===== config.mk =====
export PLATFORM = sky130hd
export DESIGN_NAME = uart_tx_param_flat
export DESIGN_NICKNAME = d
export VERILOG_FILES = /design/src/rtl/uart_pkg.sv /design/src/rtl/uart_tx_param_if.sv /design/src/rtl/uart_baud_gen.sv /design/src/rtl/uart_tx_param.sv /design/src/flat_wrapper.sv
export SDC_FILE = /design/constraint.sdc
export NUM_CORES = 1
export LEC_CHECK = 0
export ABC_AREA = 0
export BUFFER_PORTS_ARGS = -buffer_cell sky130_fd_sc_hd__buf_4
export CAP_MARGIN = 20
export CORE_MARGIN = 4
export CORE_UTILIZATION = 60
export DETAILED_ROUTE_END_ITERATION = 10
export PLACE_DENSITY_LB_ADDON = 0.3
export SLEW_MARGIN = 30
export SYNTH_ARGS = -nofsm -noshare
export SYNTH_HDL_FRONTEND = slang
export SYNTH_SLANG_ARGS = --single-unit

===== constraint.sdc =====
create_clock -name CLK -period 3.75 [get_ports CLK]
set_clock_uncertainty 0.05 [all_clocks]
set_input_delay 0 -clock CLK [delete_from_list [all_inputs] [get_ports CLK]]
set_output_delay 0 -clock CLK [all_outputs]
set_load 0.005 [all_outputs]

===== src/rtl/uart_pkg.sv =====
// -----------------------------------------------------------------------------
// uart_pkg
// Shared definitions for the parametrised UART blocks (transmitter now, the
// receiver later): parity mode encodings, transmitter state encoding and a
// constant function that sizes the baud down-counter.
// -----------------------------------------------------------------------------
package uart_pkg;

    // Parity mode encodings used by the PARITY parameter.
    localparam int PAR_NONE = 0;
    localparam int PAR_ODD  = 1;
    localparam int PAR_EVEN = 2;

    // Transmitter frame states, in line order.
    typedef enum logic [2:0] {
        ST_IDLE,
        ST_START,
        ST_DATA,
        ST_PARITY,
        ST_STOP
    } tx_state_t;

    // Counter width able to hold 0 .. n-1, i.e. clog2(n), never less than 1.
    function automatic int cnt_width(input int n);
        int w;
        w = 1;
        while ((1 << w) < n) begin
            w++;
        end
        return w;
    endfunction

endpackage


===== src/rtl/uart_tx_param_if.sv =====
// -----------------------------------------------------------------------------
// uart_tx_param_if
// Character-request / serial-line bundle of the parametrised UART transmitter.
//   START  request to send DATA (level, sampled when BUSY = 0)
//   DATA   character, captured in the accepting cycle
//   TXD    serial line, idle high
//   BUSY   frame in progress
//   DONE   one-cycle pulse when the last stop bit completes
// master: the character source; slave: the transmitter.
// -----------------------------------------------------------------------------
interface uart_tx_param_if #(
    parameter int DATA_BITS = 8
);
    logic                 START;
    logic [DATA_BITS-1:0] DATA;
    logic                 TXD;
    logic                 BUSY;
    logic                 DONE;

    modport master (output START, output DATA, input TXD, input BUSY, input DONE);
    modport slave  (input START, input DATA, output TXD, output BUSY, output DONE);
endinterface


===== src/rtl/uart_baud_gen.sv =====
// -----------------------------------------------------------------------------
// uart_baud_gen
// Bit-period timer shared by the UART transmitter and receiver. A down-counter
// that reloads every CLKS_PER_BIT cycles and flags the last cycle of each bit.
//   clk      system clock, rising edge
//   rst_n    synchronous active-low reset (counter cleared)
//   restart  reload the counter so a new bit period starts next cycle
//   tick     high in the last cycle of every bit period
// -----------------------------------------------------------------------------
module uart_baud_gen
    import uart_pkg::*;
#(
    parameter int CLKS_PER_BIT = 4
) (
    input  logic clk,
    input  logic rst_n,
    input  logic restart,
    output logic tick
);

    localparam int         CNT_W  = cnt_width(CLKS_PER_BIT);
    localparam logic [CNT_W-1:0] RELOAD = CNT_W'(CLKS_PER_BIT - 1);

    logic [CNT_W-1:0] cnt_q;

    // NOTE: sequential state is assigned with <= only, so every register in
    // this block sees the pre-edge values of the others.
    always_ff @(posedge clk) begin
        if (!rst_n) begin
            cnt_q <= '0;
        end else if (restart || cnt_q == '0) begin
            cnt_q <= RELOAD;
        end else begin
            cnt_q <= cnt_q - CNT_W'(1);
        end
    end

    // Restart loads CLKS_PER_BIT-1, so the tick lands exactly CLKS_PER_BIT
    // cycles after the restart edge: no phase jitter relative to START.
    assign tick = (cnt_q == '0);

endmodule


===== src/rtl/uart_tx_param.sv =====
// -----------------------------------------------------------------------------
// uart_tx_param
// Parametrised UART transmitter: start bit, DATA_BITS data bits LSB first,
// optional odd/even parity, STOP_BITS stop bits. Each bit lasts
// CLK_FREQ/BAUD clock cycles. A request arriving in the DONE cycle starts the
// next frame right away.
//   CLK    system clock, rising edge
//   RST_N  synchronous active-low reset; aborts a frame in progress
//   bus    uart_tx_param_if slave: START, DATA in; TXD, BUSY, DONE out
// -----------------------------------------------------------------------------
module uart_tx_param
    import uart_pkg::*;
#(
    parameter int CLK_FREQ  = 48_000_000,
    parameter int BAUD      = 38_400,
    parameter int DATA_BITS = 8,
    parameter int PARITY    = PAR_NONE,
    parameter int STOP_BITS = 1
) (
    input  logic            CLK,
    input  logic            RST_N,
    uart_tx_param_if.slave  bus
);

    localparam int CLKS_PER_BIT = CLK_FREQ / BAUD;

    if (CLKS_PER_BIT < 2) begin : g_bad_baud
        $error("uart_tx_param: CLK_FREQ/BAUD must be at least 2");
    end
    if (DATA_BITS < 5 || DATA_BITS > 9) begin : g_bad_width
        $error("uart_tx_param: DATA_BITS must be 5..9");
    end
    if (PARITY != PAR_NONE && PARITY != PAR_ODD && PARITY != PAR_EVEN) begin : g_bad_parity
        $error("uart_tx_param: PARITY must be 0, 1 or 2");
    end
    if (STOP_BITS != 1 && STOP_BITS != 2) begin : g_bad_stop
        $error("uart_tx_param: STOP_BITS must be 1 or 2");
    end

    localparam logic [3:0] LAST_DATA = 4'(DATA_BITS - 1);
    localparam logic [3:0] LAST_STOP = 4'(STOP_BITS - 1);

    tx_state_t            state_q, state_d;
    logic [DATA_BITS-1:0] shreg_q, shreg_d;
    logic                 par_q, par_d;
    logic [3:0]           bit_cnt_q, bit_cnt_d;
    logic                 txd_q, txd_d;
    logic                 busy_q, busy_d;
    logic                 done_q, done_d;
    logic                 restart;
    logic                 tick;

    uart_baud_gen #(
        .CLKS_PER_BIT (CLKS_PER_BIT)
    ) u_baud (
        .clk     (CLK),
        .rst_n   (RST_N),
        .restart (restart),
        .tick    (tick)
    );

    always_ff @(posedge CLK) begin
        if (!RST_N) begin
            state_q   <= ST_IDLE;
            bit_cnt_q <= '0;
            txd_q     <= 1'b1;
            busy_q    <= 1'b0;
            done_q    <= 1'b0;
        end else begin
            state_q   <= state_d;
            bit_cnt_q <= bit_cnt_d;
            txd_q     <= txd_d;
            busy_q    <= busy_d;
            done_q    <= done_d;
        end
    end

    // NOTE: the shift register and parity bit carry no reset; both are loaded
    // on every accept before anything reads them.
    always_ff @(posedge CLK) begin
        shreg_q <= shreg_d;
        par_q   <= par_d;
    end

    // NOTE: every output of this block gets a default first, so no path
    // leaves a value unassigned and no latch is inferred.
    always_comb begin
        state_d   = state_q;
        shreg_d   = shreg_q;
        par_d     = par_q;
        bit_cnt_d = bit_cnt_q;
        txd_d     = txd_q;
        busy_d    = busy_q;
        done_d    = 1'b0;
        restart   = 1'b0;

        case (state_q)
            ST_IDLE: begin
                txd_d  = 1'b1;
                busy_d = 1'b0;
                if (bus.START) begin
                    state_d   = ST_START;
                    shreg_d   = bus.DATA;
                    // Even: parity = XOR of data; odd: its complement.
                    par_d     = (PARITY == PAR_ODD) ? ~(^bus.DATA) : ^bus.DATA;
                    bit_cnt_d = '0;
                    txd_d     = 1'b0;
                    busy_d    = 1'b1;
                    restart   = 1'b1;
                end
            end
            ST_START: begin
                if (tick) begin
                    state_d   = ST_DATA;
                    txd_d     = shreg_q[0];
                    shreg_d   = shreg_q >> 1;
                    bit_cnt_d = '0;
                end
            end
            ST_DATA: begin
                if (tick) begin
                    if (bit_cnt_q == LAST_DATA) begin
                        bit_cnt_d = '0;
                        if (PARITY != PAR_NONE) begin
                            state_d = ST_PARITY;
                            txd_d   = par_q;
                        end else begin
                            state_d = ST_STOP;
                            txd_d   = 1'b1;
                        end
                    end else begin
                        txd_d     = shreg_q[0];
                        shreg_d   = shreg_q >> 1;
                        bit_cnt_d = bit_cnt_q + 4'd1;
                    end
                end
            end
            ST_PARITY: begin
                if (tick) begin
                    state_d   = ST_STOP;
                    txd_d     = 1'b1;
                    bit_cnt_d = '0;
                end
            end
            ST_STOP: begin
                if (tick) begin
                    if (bit_cnt_q == LAST_STOP) begin
                        // TXD stays high through the DONE cycle; a START seen
                        // there is accepted from IDLE on the following edge.
                        state_d = ST_IDLE;
                        busy_d  = 1'b0;
                        done_d  = 1'b1;
                    end else begin
                        bit_cnt_d = bit_cnt_q + 4'd1;
                    end
                end
            end
            default: begin
                state_d = ST_IDLE;
                txd_d   = 1'b1;
                busy_d  = 1'b0;
            end
        endcase
    end

    assign bus.TXD  = txd_q;
    assign bus.BUSY = busy_q;
    assign bus.DONE = done_q;

endmodule

===== src/flat_wrapper.sv =====
// flat-port wrapper written by rule: the top's interface ports become plain ports
module uart_tx_param_flat import uart_pkg::*;
#(
    parameter int CLK_FREQ  = 48_000_000,
    parameter int BAUD      = 38_400,
    parameter int DATA_BITS = 8,
    parameter int PARITY    = PAR_NONE,
    parameter int STOP_BITS = 1
)
  (CLK, RST_N, bus_START, bus_DATA, bus_TXD, bus_BUSY, bus_DONE);
  uart_tx_param_if #(.DATA_BITS(DATA_BITS)) bus_i ();
  input  logic CLK;
  input  logic RST_N;
  input wire logic [$bits(bus_i.START)-1:0] bus_START;
  input wire logic [$bits(bus_i.DATA)-1:0] bus_DATA;
  output wire logic [$bits(bus_i.TXD)-1:0] bus_TXD;
  output wire logic [$bits(bus_i.BUSY)-1:0] bus_BUSY;
  output wire logic [$bits(bus_i.DONE)-1:0] bus_DONE;
  assign bus_i.START = bus_START;
  assign bus_i.DATA = bus_DATA;
  assign bus_TXD = bus_i.TXD;
  assign bus_BUSY = bus_i.BUSY;
  assign bus_DONE = bus_i.DONE;
  uart_tx_param #(.CLK_FREQ(CLK_FREQ), .BAUD(BAUD), .DATA_BITS(DATA_BITS), .PARITY(PARITY), .STOP_BITS(STOP_BITS)) u_core (.CLK(CLK), .RST_N(RST_N), .bus(bus_i));
endmodule

==> impl_results.md, run 1 <==
* DIE HEIGHT at roughly 57 um
* Met2 usage at a little over a third
* Tmin final at ~2.5 ns
* Share of the synthesized area in the top cell type at 28.8%
* Inst Count DP at about 190
* Pre-antenna DRT Iters at 4
* Largest net degree at the start of global routing at 20
* PostCTS Resize Cnt at 0
* CTS Hold Buffers Added at 9
* Fin area at 0.00174 mm^2
* R2R Setup Slk at about 1.2 ns
* Worst path arrival time at between 2 and 2.5 ns
* Status: complete, no violations
* RSZ-0062 raised after global routing: false
* Max-slew violations at 0
* FILL cells at ~150
* DR vias at roughly 1200
* CP Launch Type: flop
* Slowest cell on crit path: a21oi_1
* Worst Tran Pin Value at 0.785 ns
* Grt ovf at 0
* Crit. End Element: flop
* Critical R2R Launch: u_core.u_baud.cnt_q[2]
* Post-Syn Area at around 0.0015 mm^2
* IO Count at 14
* Final Core Density at between 70% and 80%
* Critical Path Fanout Max at 12
* Clk root buf: clkbuf_4
* Die width at about 57 um
* CP required at between 3 and 4 ns
* Antenna-violating nets left at 0
* DP Area at ~0.0016 mm^2
* Ant diodes at 0
* GRT Total Usage at a little over a fifth
* Period utilization at 67.5%
* Hold Violations, Final at 0
* Layout area overhead at 19.6%
* Static Leak at between 0.6 and 0.7 nW
* Clk_lat worst skew at approximately 0.33 ns
* DR iter-0 viols at 42
* Routed WL at roughly 3.1 mm
* Post-synth top cells: dfxtp_1 (21), nor2_1 (16), nand2_1 (10)
* Cell family contributing the most delay on the critical path: simple AND/OR/NAND/NOR gates
* Hold Crit Endpoint: u_core.bus.BUSY
* Max incr delay on CP at a little over 0.6 ns
* First-pass GRT wire length at 5.29 mm
* H-tree Lvls at 2
* Row Count at 17
* FF/Latch Area at 661 um^2
* Post-Synthesis Net Count at about 170
* Critical Path Stages at 5
* Core area at between 0.002 and 0.0025 mm^2
* Yosys top cell by area: dfxtp_1
* Worst min path class: input pin to flop
* Sequential area share after synthesis at 45.3%
* Hold_sp: bus_START
* Crit-path cells: nor4_2 -> and4b_1 -> nand3_1 -> a21o_1 -> a21oi_1
* Worst Path Buf+Inv at 0
* Synth area leaders: dfxtp_1 (29%), edfxtp_1 (16%), mux2_2 (5.4%)
* Antenna violations before repair at 0
* Final Setup Violations at 0
* R2R depth at 5
* Clk sinks at 29
* Count of nets after finishing at between 150 and 200
* Max Clk Rate at between 300 and 400 MHz
* Post-CTS Setup Inserts at 0
* Syn_area_per_cell at approximately 9.6 um^2
* Vias per inst at just under 6
* Met3 Usage GRT at under 10%
* Residual DRC at 0
* CTS tree: done
* IO Port Bufs at 13
* Starting density of the core at 64.7%
* Post-DP HPWL at 2.01 mm
* CTS buffer count at 5
* Post-Syn Instances at 152
* Pwr/cell area at 579 mW/mm^2
* Synth Register Bits at 29
* Most Crowded Layer GR: met2
* CTS clk-pin slew, worst paths at 0.10 ns
* Hold Crit Depth at 5
* Fin cells at a little over 200
* Warnings, synthesis at 0
* CTS Buffer Depth at 2
* Share of cells above drive strength 1 at 18.8%
* Worst vdd ir at ~0.45 mV
* DR WL/cell at around 15 um
* Vias in the first global route at approximately 1200
* Post-synth top flop: dfxtp_1
* Final GP Congestion at 0.769
* MaxCap Viol Count at 0
* TNS Setup at 0 ns
* End of the worst register-to-register path: u_core.shreg_q[5]
* Die area at 0.00328 mm^2
* Count leader, synth: dfxtp_1
* Area of the multi-input gates at 749 um^2
* Distinct cells, synth at 39
* Post-synth EDFFs at 8
* Share of flip-flops with an asynchronous set or reset at 0%
* Worst hold margin at about 0.087 ns
* Rel. slew slack at a little under half
* Setup CP Type: flop to flop
* GR Layer Usage met1 at 24.2%
==> where the power goes <==
| group | internal, W | leakage [nW] | switching [W] | total, W |
|---|---|---|---|---|
| combinational | 0.000136 | 0.390 | 0.000157 | 0.000293 |
| sequential | 0.000392 | 0.249 | 0.0000600 | 0.000452 |
| clock | 0.000153 | 0.0516 | 0.000111 | 0.000264 |
==> cell usage in the layout, fill, tap and decap left out, types with 2 or more instances in the layout <==
cell	count
clkbuf_4	5
xnor2_1	5
buf_4	13
dlygate4sd3_1	9
mux2_2	7
nor3_1	6
o31ai_1	4
edfxtp_1	8
nand2_1	10
and3_1	3
inv_1	5
nor2b_1	6
a21o_1	2
a21oi_1	7
ha_1	4
a21boi_0	6
nand2b_1	2
xor2_1	5
o21ai_0	3
clkbuf_16	2
nor2_1	16
dfxtp_1	21
nor3b_1	2
nand3_1	8
==> layout make-up <==
cell class / instances / area share [%]
clock buffer: 7 / 5.02
clock inverter: 1 / 0.287
inverter: 5 / 1.08
multi-input combinational: 112 / 43.0
sequential: 29 / 37.9
tap: 28 / 2.01
timing repair buffer: 22 / 10.8
==> per-layer routing <==
metal	vias up	wire, um
met4	0	48
met1	564	1330
met3	5	106
li1	587	-
met2	24	1580
met5	-	0
==> stage by stage <==
step	total power [W]	setup slack [ns]
2_1_floorplan	0.000668	1.61
3_3_place_gp	0.000713	1.35
3_5_place_dp	0.000738	1.22
4_1_cts	0.00101	1.20
5_1_grt	0.00107	1.01
6_report	0.00101	1.22
==> worst max path at each step <==
stage	startpoint	to	slack (ns)
after global routing	u_core.u_baud.cnt_q[2]	u_core.shreg_q[7]	1.01
after global placement	u_core.u_baud.cnt_q[4]	u_core.shreg_q[7]	1.35
final	u_core.u_baud.cnt_q[2]	u_core.shreg_q[5]	1.22
after floorplan	u_core.u_baud.cnt_q[4]	u_core.shreg_q[0]	1.61
after CTS	u_core.u_baud.cnt_q[2]	u_core.shreg_q[7]	1.20
after detailed placement	u_core.u_baud.cnt_q[2]	u_core.shreg_q[6]	1.22
==> sequential cells by signal, indices dropped and copies added (netlist names) <==
register             cells
u_core.bus.TXD           1
u_core.bus.BUSY          1
u_core.u_baud.cnt_q     11
u_core.bit_cnt_q         4
u_core.bus.DONE          1
u_core.shreg_q           8
u_core.state_q           3
==> worst reg2reg max path, cell delays in order (launching register included) <==
cell and delay [ns]:
dfxtp_1 0.37, nor4_2 0.32, and4b_1 0.49, nand3_1 0.13, a21o_1 0.20, a21oi_1 0.61
==> cells by family (layout without fill, tap and decap cells) <==
kind of cell,count (synthesis),in the layout,synth area share (%)
AO/OA/AOI/OAI,30,30,14.4
XOR/XNOR,10,10,6.00
adder cells (fa/ha/maj),4,4,3.43
buffers and inverters,11,35,3.34
flip-flops,29,29,45.3
multiplexers,7,7,5.40
AND/OR/NAND/NOR,61,61,22.1
Power figures use the tool's default switching activity.
==> inputs of run 2 (changes only) <==
- CORE_UTILIZATION: 60 -> 57
- clock period: 3.75 -> 2.6 ns (I/O delays scaled with it)
==> run 2 against run 1 <==
Against the previous run: clock power is 2% lower; core utilization is 7.3 points lower; register-to-register slack worse by 0.73 ns; maximum frequency is 20% higher; global-route usage is 1.0 points lower; clock-buffer cell count is 1 lower; die area is 4.5% higher; critical endpoint is now u_core.shreg_q[7].
==> impl_results.md, run 2 (synthesized netlist as in run 1, its figures left out) <==
* Slowest cell on crit path: and4b_1
* PostCTS Resize Cnt at 0 (unchanged)
* Fin worst setup slack at 0.490 ns (-0.727 ns)
* CP required at 2.60 ns (-1.06 ns)
* Final Core Density at 70.1% (-7.3 points)
* Share of cells above drive strength 1 at 19.1% (+0.35 points)
* Antenna-violating nets left at 0 (unchanged)
* Post-DP HPWL at 1.97 mm (-2.1%)
* Hold Violations, Final at 0 (unchanged)
* Crit-path cells: nor4_2 -> and4b_1 -> nand3_1 -> a21o_1 -> a21oi_1 -> buf_4
* Pre-CTS setup slack at 0.503 ns (-0.718 ns)
* DIE HEIGHT at 58.6 um (+2.2%)
* Final GP Congestion at 0.777 (+1.1%)
* Post-CTS Setup Inserts at 0 (unchanged)
* CTS Hold Buffers Added at 9 (unchanged)
* DR WL/cell at 14.0 um (-6.9%)
* Largest regs: u_core.u_baud.cnt_q x11, u_core.shreg_q x8, u_core.bit_cnt_q x4
* Vias in the first global route at 1168 (-1.4%)
* Worst min path class: input pin to flop
* DP Area at 0.00158 mm^2 (+1.1%)
* Ant diodes at 0 (unchanged)
* Pwr/cell area at 774 mW/mm^2 (+34%)
* Max Clk Rate at 474 MHz (+20%)
* Starting density of the core at 59.4% (-5.3 points)
* Total power at 0.00133 W (+32%)
* CTS tree: done
* Die area at 0.00343 mm^2 (+4.5%)
* Rel. slew slack at 64.7% (+17 points)
* CTS buffer count at 5 (unchanged)
* MaxCap Viol Count at 0 (unchanged)
* Period utilization at 81.1% (+14 points)
* Worst path arrival time at 2.11 ns (-0.33 ns)
* Core area at 0.00245 mm^2 (+8.9%)
* Most flops, register: u_core.u_baud.cnt_q
* IO Count at 14 (unchanged)
* Largest net degree at the start of global routing at 20 (unchanged)
* CTS Buffer Depth at 2 (unchanged)
* Die width at 58.6 um (+2.2%)
* First-pass GRT wire length at 5.18 mm (-2.1%)
* TNS Setup at 0 ns (unchanged)
* RSZ-0062 raised after global routing: false
* Max incr delay on CP at 0.48 ns (-0.13 ns)
* Most common cell after layout, fill and taps aside: dfxtp_1
* Worst vdd ir at 0.547 mV (+23%)
* Layout area overhead at 17.9%
* Setup CP Type: flop to flop
* Static Leak at 0.681 nW (-1.4%)
* DR iter-0 viols at 47 (+12%)
* Pre-antenna DRT Iters at 4 (unchanged)
* Status: complete, no violations
* Tmin final at 2.11 ns (-0.423 ns)
* Fin area at 0.00172 mm^2 (-1.4%)
* CTS clk-pin slew, worst paths at 0.09 ns (about the same)
* Critical Path Fanout Max at 12 (unchanged)
* Final Setup Violations at 0 (unchanged)
* Residual DRC at 0 (unchanged)
* Clk_lat worst skew at 0.33 ns (about the same)
* Worst Tran Pin Value at 0.528 ns (-0.256 ns)
* Clk sinks at 29 (unchanged)
* Row Count at 18 (+1)
* GRT Total Usage at 20.1% (-1.0 points)
* Count of nets after finishing at 192 (+1.1%)
* Routed WL at 2.91 mm (-5.1%)
* Most frequent cells in the layout: dfxtp_1 (21), nor2_1 (16), buf_4 (15)
* Vias per inst at 5.73 (-1.0%)
* Max-slew violations at 0 (unchanged)
* Clk root buf: clkbuf_4
* Largest register FFs at 11 (unchanged)
* Grt ovf at 0 (unchanged)
* H-tree Lvls at 2 (unchanged)
* Crit. End Element: flop
* Antenna violations before repair at 0 (unchanged)
* DR vias at 1191 (+0.93%)
* CP Launch Type: flop
* IO Port Bufs at 13 (unchanged)
## run 2: path summary, 6_finish.rpt
kind                          startpoint                   to  slack [ns]  depth (start not counted)
setup / recovery  u_core.u_baud.cnt_q[4]    u_core.shreg_q[7]        0.49                          6
hold / removal                 bus_START      u_core.bus.BUSY         0.1                          5
setup reg to reg  u_core.u_baud.cnt_q[4]    u_core.shreg_q[7]        0.49                          6
hold reg to reg      u_core.bit_cnt_q[0]  u_core.bit_cnt_q[0]        0.45                          1
## run 2: cell type report
cell class	instances	area (um^2)
flip-flops and latches	29	661
repair buffers	24	203
inverters	5	18.8
fillers	197	734
well taps	30	37.5
multi-input cells	112	749
clock buffers	6	41.3
clock inverters	2	10.0
## run 2: worst max-delay path: cells and delay by family (launching register included)
kind / cells / cell delay (ns)
AO/OA/AOI/OAI: 2 / 0.31
buffers and inverters: 1 / 0.19
flip-flops: 1 / 0.35
AND/OR/NAND/NOR: 3 / 0.92
## run 2: power breakdown
part	total [W]	internal [W]	switching, W
combinational	0.000423	0.000207	0.000216
clock	0.000260	0.000103	0.000158
sequential	0.000647	0.000565	0.0000822
total	0.00133	0.000875	0.000456
## run 2: through the flow
stage / instances / hold slack (ns)
floorplan: 152 / 0.159
global placement: 191 / 0.247
detailed placement: 191 / 0.247
CTS: 208 / 0.0774
global route: 208 / 0.183
finish: 208 / 0.0951
## run 2: metal layers
metal  track usage (%)  share of wire, %
met3              4.61               4.5
met2              34.6                52
met5                 0                 0
met4              9.71               1.5
met1              23.4                42
==> inputs of run 3 (changes only) <==
- clock period: 2.6 -> 2.1 ns (I/O delays scaled with it)
==> run 3 against run 2 <==
Against the previous run: hold slack got worse by 0.011 ns; via count increased by 0.25%; maximum frequency increased by 11%; clock-buffer cell count increased by 2; core utilization increased by 1.4 points; non-clock buffer count increased by 3; clock power increased by 36%; largest cell class unchanged; cell count increased by 1.4%; global-route usage increased by 0.87 points; wire length increased by 1.1%; critical path type unchanged; critical path depth unchanged; power increased by 28%.
==> impl_results.md, run 3 (synthesized netlist as in run 1, its figures left out) <==
* Largest net degree at the start of global routing at 20 (unchanged)
* Period utilization at 90.6% (+9.5 points)
* Final Setup Violations at 0 (unchanged)
* Routed WL at 2.94 mm (+1.1%)
* DR vias at 1194 (+0.25%)
* Max Clk Rate at 525 MHz (+11%)
* Crit-path cells: nor4_2 -> and4b_1 -> nand3_1 -> a21o_1 -> a21oi_2 -> buf_4
* Clk root buf: clkbuf_4
* Worst min path class: input pin to flop
* H-tree Lvls at 2 (unchanged)
* Tmin final at 1.90 ns (-0.206 ns)
* Row Count at 18 (unchanged)
* Status: complete, no violations
* Post-DP HPWL at 1.97 mm (-0.27%)
* Core area at 0.00245 mm^2 (unchanged)
* Total power at 0.00170 W (+28%)
* Max-slew violations at 0 (unchanged)
* Clk_lat worst skew at 0.33 ns (about the same)
* Pwr/cell area at 968 mW/mm^2 (+25%)
* IO Port Bufs at 13 (unchanged)
* Max incr delay on CP at 0.35 ns (-0.13 ns)
* Most flops, register: u_core.u_baud.cnt_q
* RSZ-0062 raised after global routing: false
* Starting density of the core at 59.4% (unchanged)
* Vias per inst at 5.66 (-1.2%)
* Count of nets after finishing at 195 (+1.6%)
* CP Launch Type: flop
* Most common cell after layout, fill and taps aside: dfxtp_1
* Residual DRC at 0 (unchanged)
* Critical Path Fanout Max at 8 (-4)
* Static Leak at 0.698 nW (+2.5%)
* Rel. slew slack at 68.8% (+4.1 points)
* Layout area overhead at 20.2%
* Largest register FFs at 11 (unchanged)
* TNS Setup at 0 ns (unchanged)
* Crit. End Element: flop
* Worst vdd ir at 0.710 mV (+30%)
* Clk sinks at 29 (unchanged)
* Vias in the first global route at 1209 (+3.5%)
* DIE HEIGHT at 58.6 um (unchanged)
* CTS clk-pin slew, worst paths at 0.10 ns (about the same)
* CTS buffer count at 5 (unchanged)
* Worst Path Buf+Inv at 1 (unchanged)
* CP required at 2.08 ns (-0.52 ns)
* CTS Buffer Depth at 2 (unchanged)
* Die width at 58.6 um (unchanged)
* Worst Tran Pin Value at 0.467 ns (-0.0614 ns)
* DR iter-0 viols at 39 (-17%)
* Antenna-violating nets left at 0 (unchanged)
* Die area at 0.00343 mm^2 (unchanged)
* Share of cells above drive strength 1 at 20.4% (+1.3 points)
* Largest regs: u_core.u_baud.cnt_q x11, u_core.shreg_q x8, u_core.bit_cnt_q x4
* Cell family contributing the most delay on the critical path: simple AND/OR/NAND/NOR gates
* Ant diodes at 0 (unchanged)
* Antenna violations before repair at 0 (unchanged)
* DR WL/cell at 13.9 um (-0.30%)
* Pre-antenna DRT Iters at 4 (unchanged)
* Grt ovf at 0 (unchanged)
* Slowest cell on crit path: dfxtp_1
* Hold Violations, Final at 0 (unchanged)
* GRT Total Usage at 20.9% (+0.87 points)
* First-pass GRT wire length at 5.30 mm (+2.4%)
* Most frequent cells in the layout: dfxtp_1 (21), buf_4 (18), nor2_1 (16)
* CTS tree: done
* MaxCap Viol Count at 0 (unchanged)
* Post-CTS Setup Inserts at 0 (unchanged)
* Setup CP Type: flop to flop
* IO Count at 14 (unchanged)
* Worst path arrival time at 1.89 ns (-0.22 ns)
* Final GP Congestion at 0.849 (+9.2%)
[run 3: final cells by class]
cell class	instances	area, um^2
Inverter	5	18.8
Timing Repair Buffer	27	225
Sequential cell	29	661
Clock buffer	8	58.8
Fill cell	180	701
Tap cell	30	37.5
Multi-Input combinational cell	112	753
[run 3: through the flow]
step / util, % / setup WS (ns) / std cells / hold slack [ns] / instance area [um^2]
detailed placement: 65.4 / 0.202 / 194 / 0.246 / 1610
finish: 71.5 / 0.197 / 211 / 0.0837 / 1750
global route: 71.5 / 0.0196 / 211 / 0.126 / 1750
floorplan: - / 0.119 / 152 / 0.159 / 1460
CTS: 71.5 / 0.186 / 211 / 0.0667 / 1750
global placement: 65.4 / 0.257 / 194 / 0.240 / 1610
[run 3: tightest hold or removal path, delay by kind of cell]
kind	cells	cell delay [ns]
buffers and inverters	1	0.12
AND/OR/NAND/NOR	2	0.13
AO/OA/AOI/OAI	2	0.18
[run 3: path summary, 6_finish.rpt]
path	from	to	slack [ns]	cells after the start
max reg2reg	u_core.u_baud.cnt_q[4]	u_core.shreg_q[7]	0.20	6
max	u_core.u_baud.cnt_q[4]	u_core.shreg_q[7]	0.20	6
min reg2reg	u_core.bit_cnt_q[0]	u_core.bit_cnt_q[0]	0.46	1
min	bus_START	u_core.bus.BUSY	0.08	5
[run 3: per-layer routing]
layer	track usage, %	vias up	share of wire, %
li1	-	599	-
met1	23.8	556	43
met2	34.8	30	50
met3	7.02	9	4.6
met4	11.0	0	2.5
met5	0	-	0
[run 3: where the power goes]
group	total (W)	switching (W)	internal (W)
registers	0.000800	0.000101	0.000700
clock network	0.000354	0.000189	0.000165
logic	0.000544	0.000275	0.000269
[run 3: repair_timing]
item,in CTS,in global routing
hold buffers,9,0
hold endpoints to repair,22,0
resized for setup,0,0
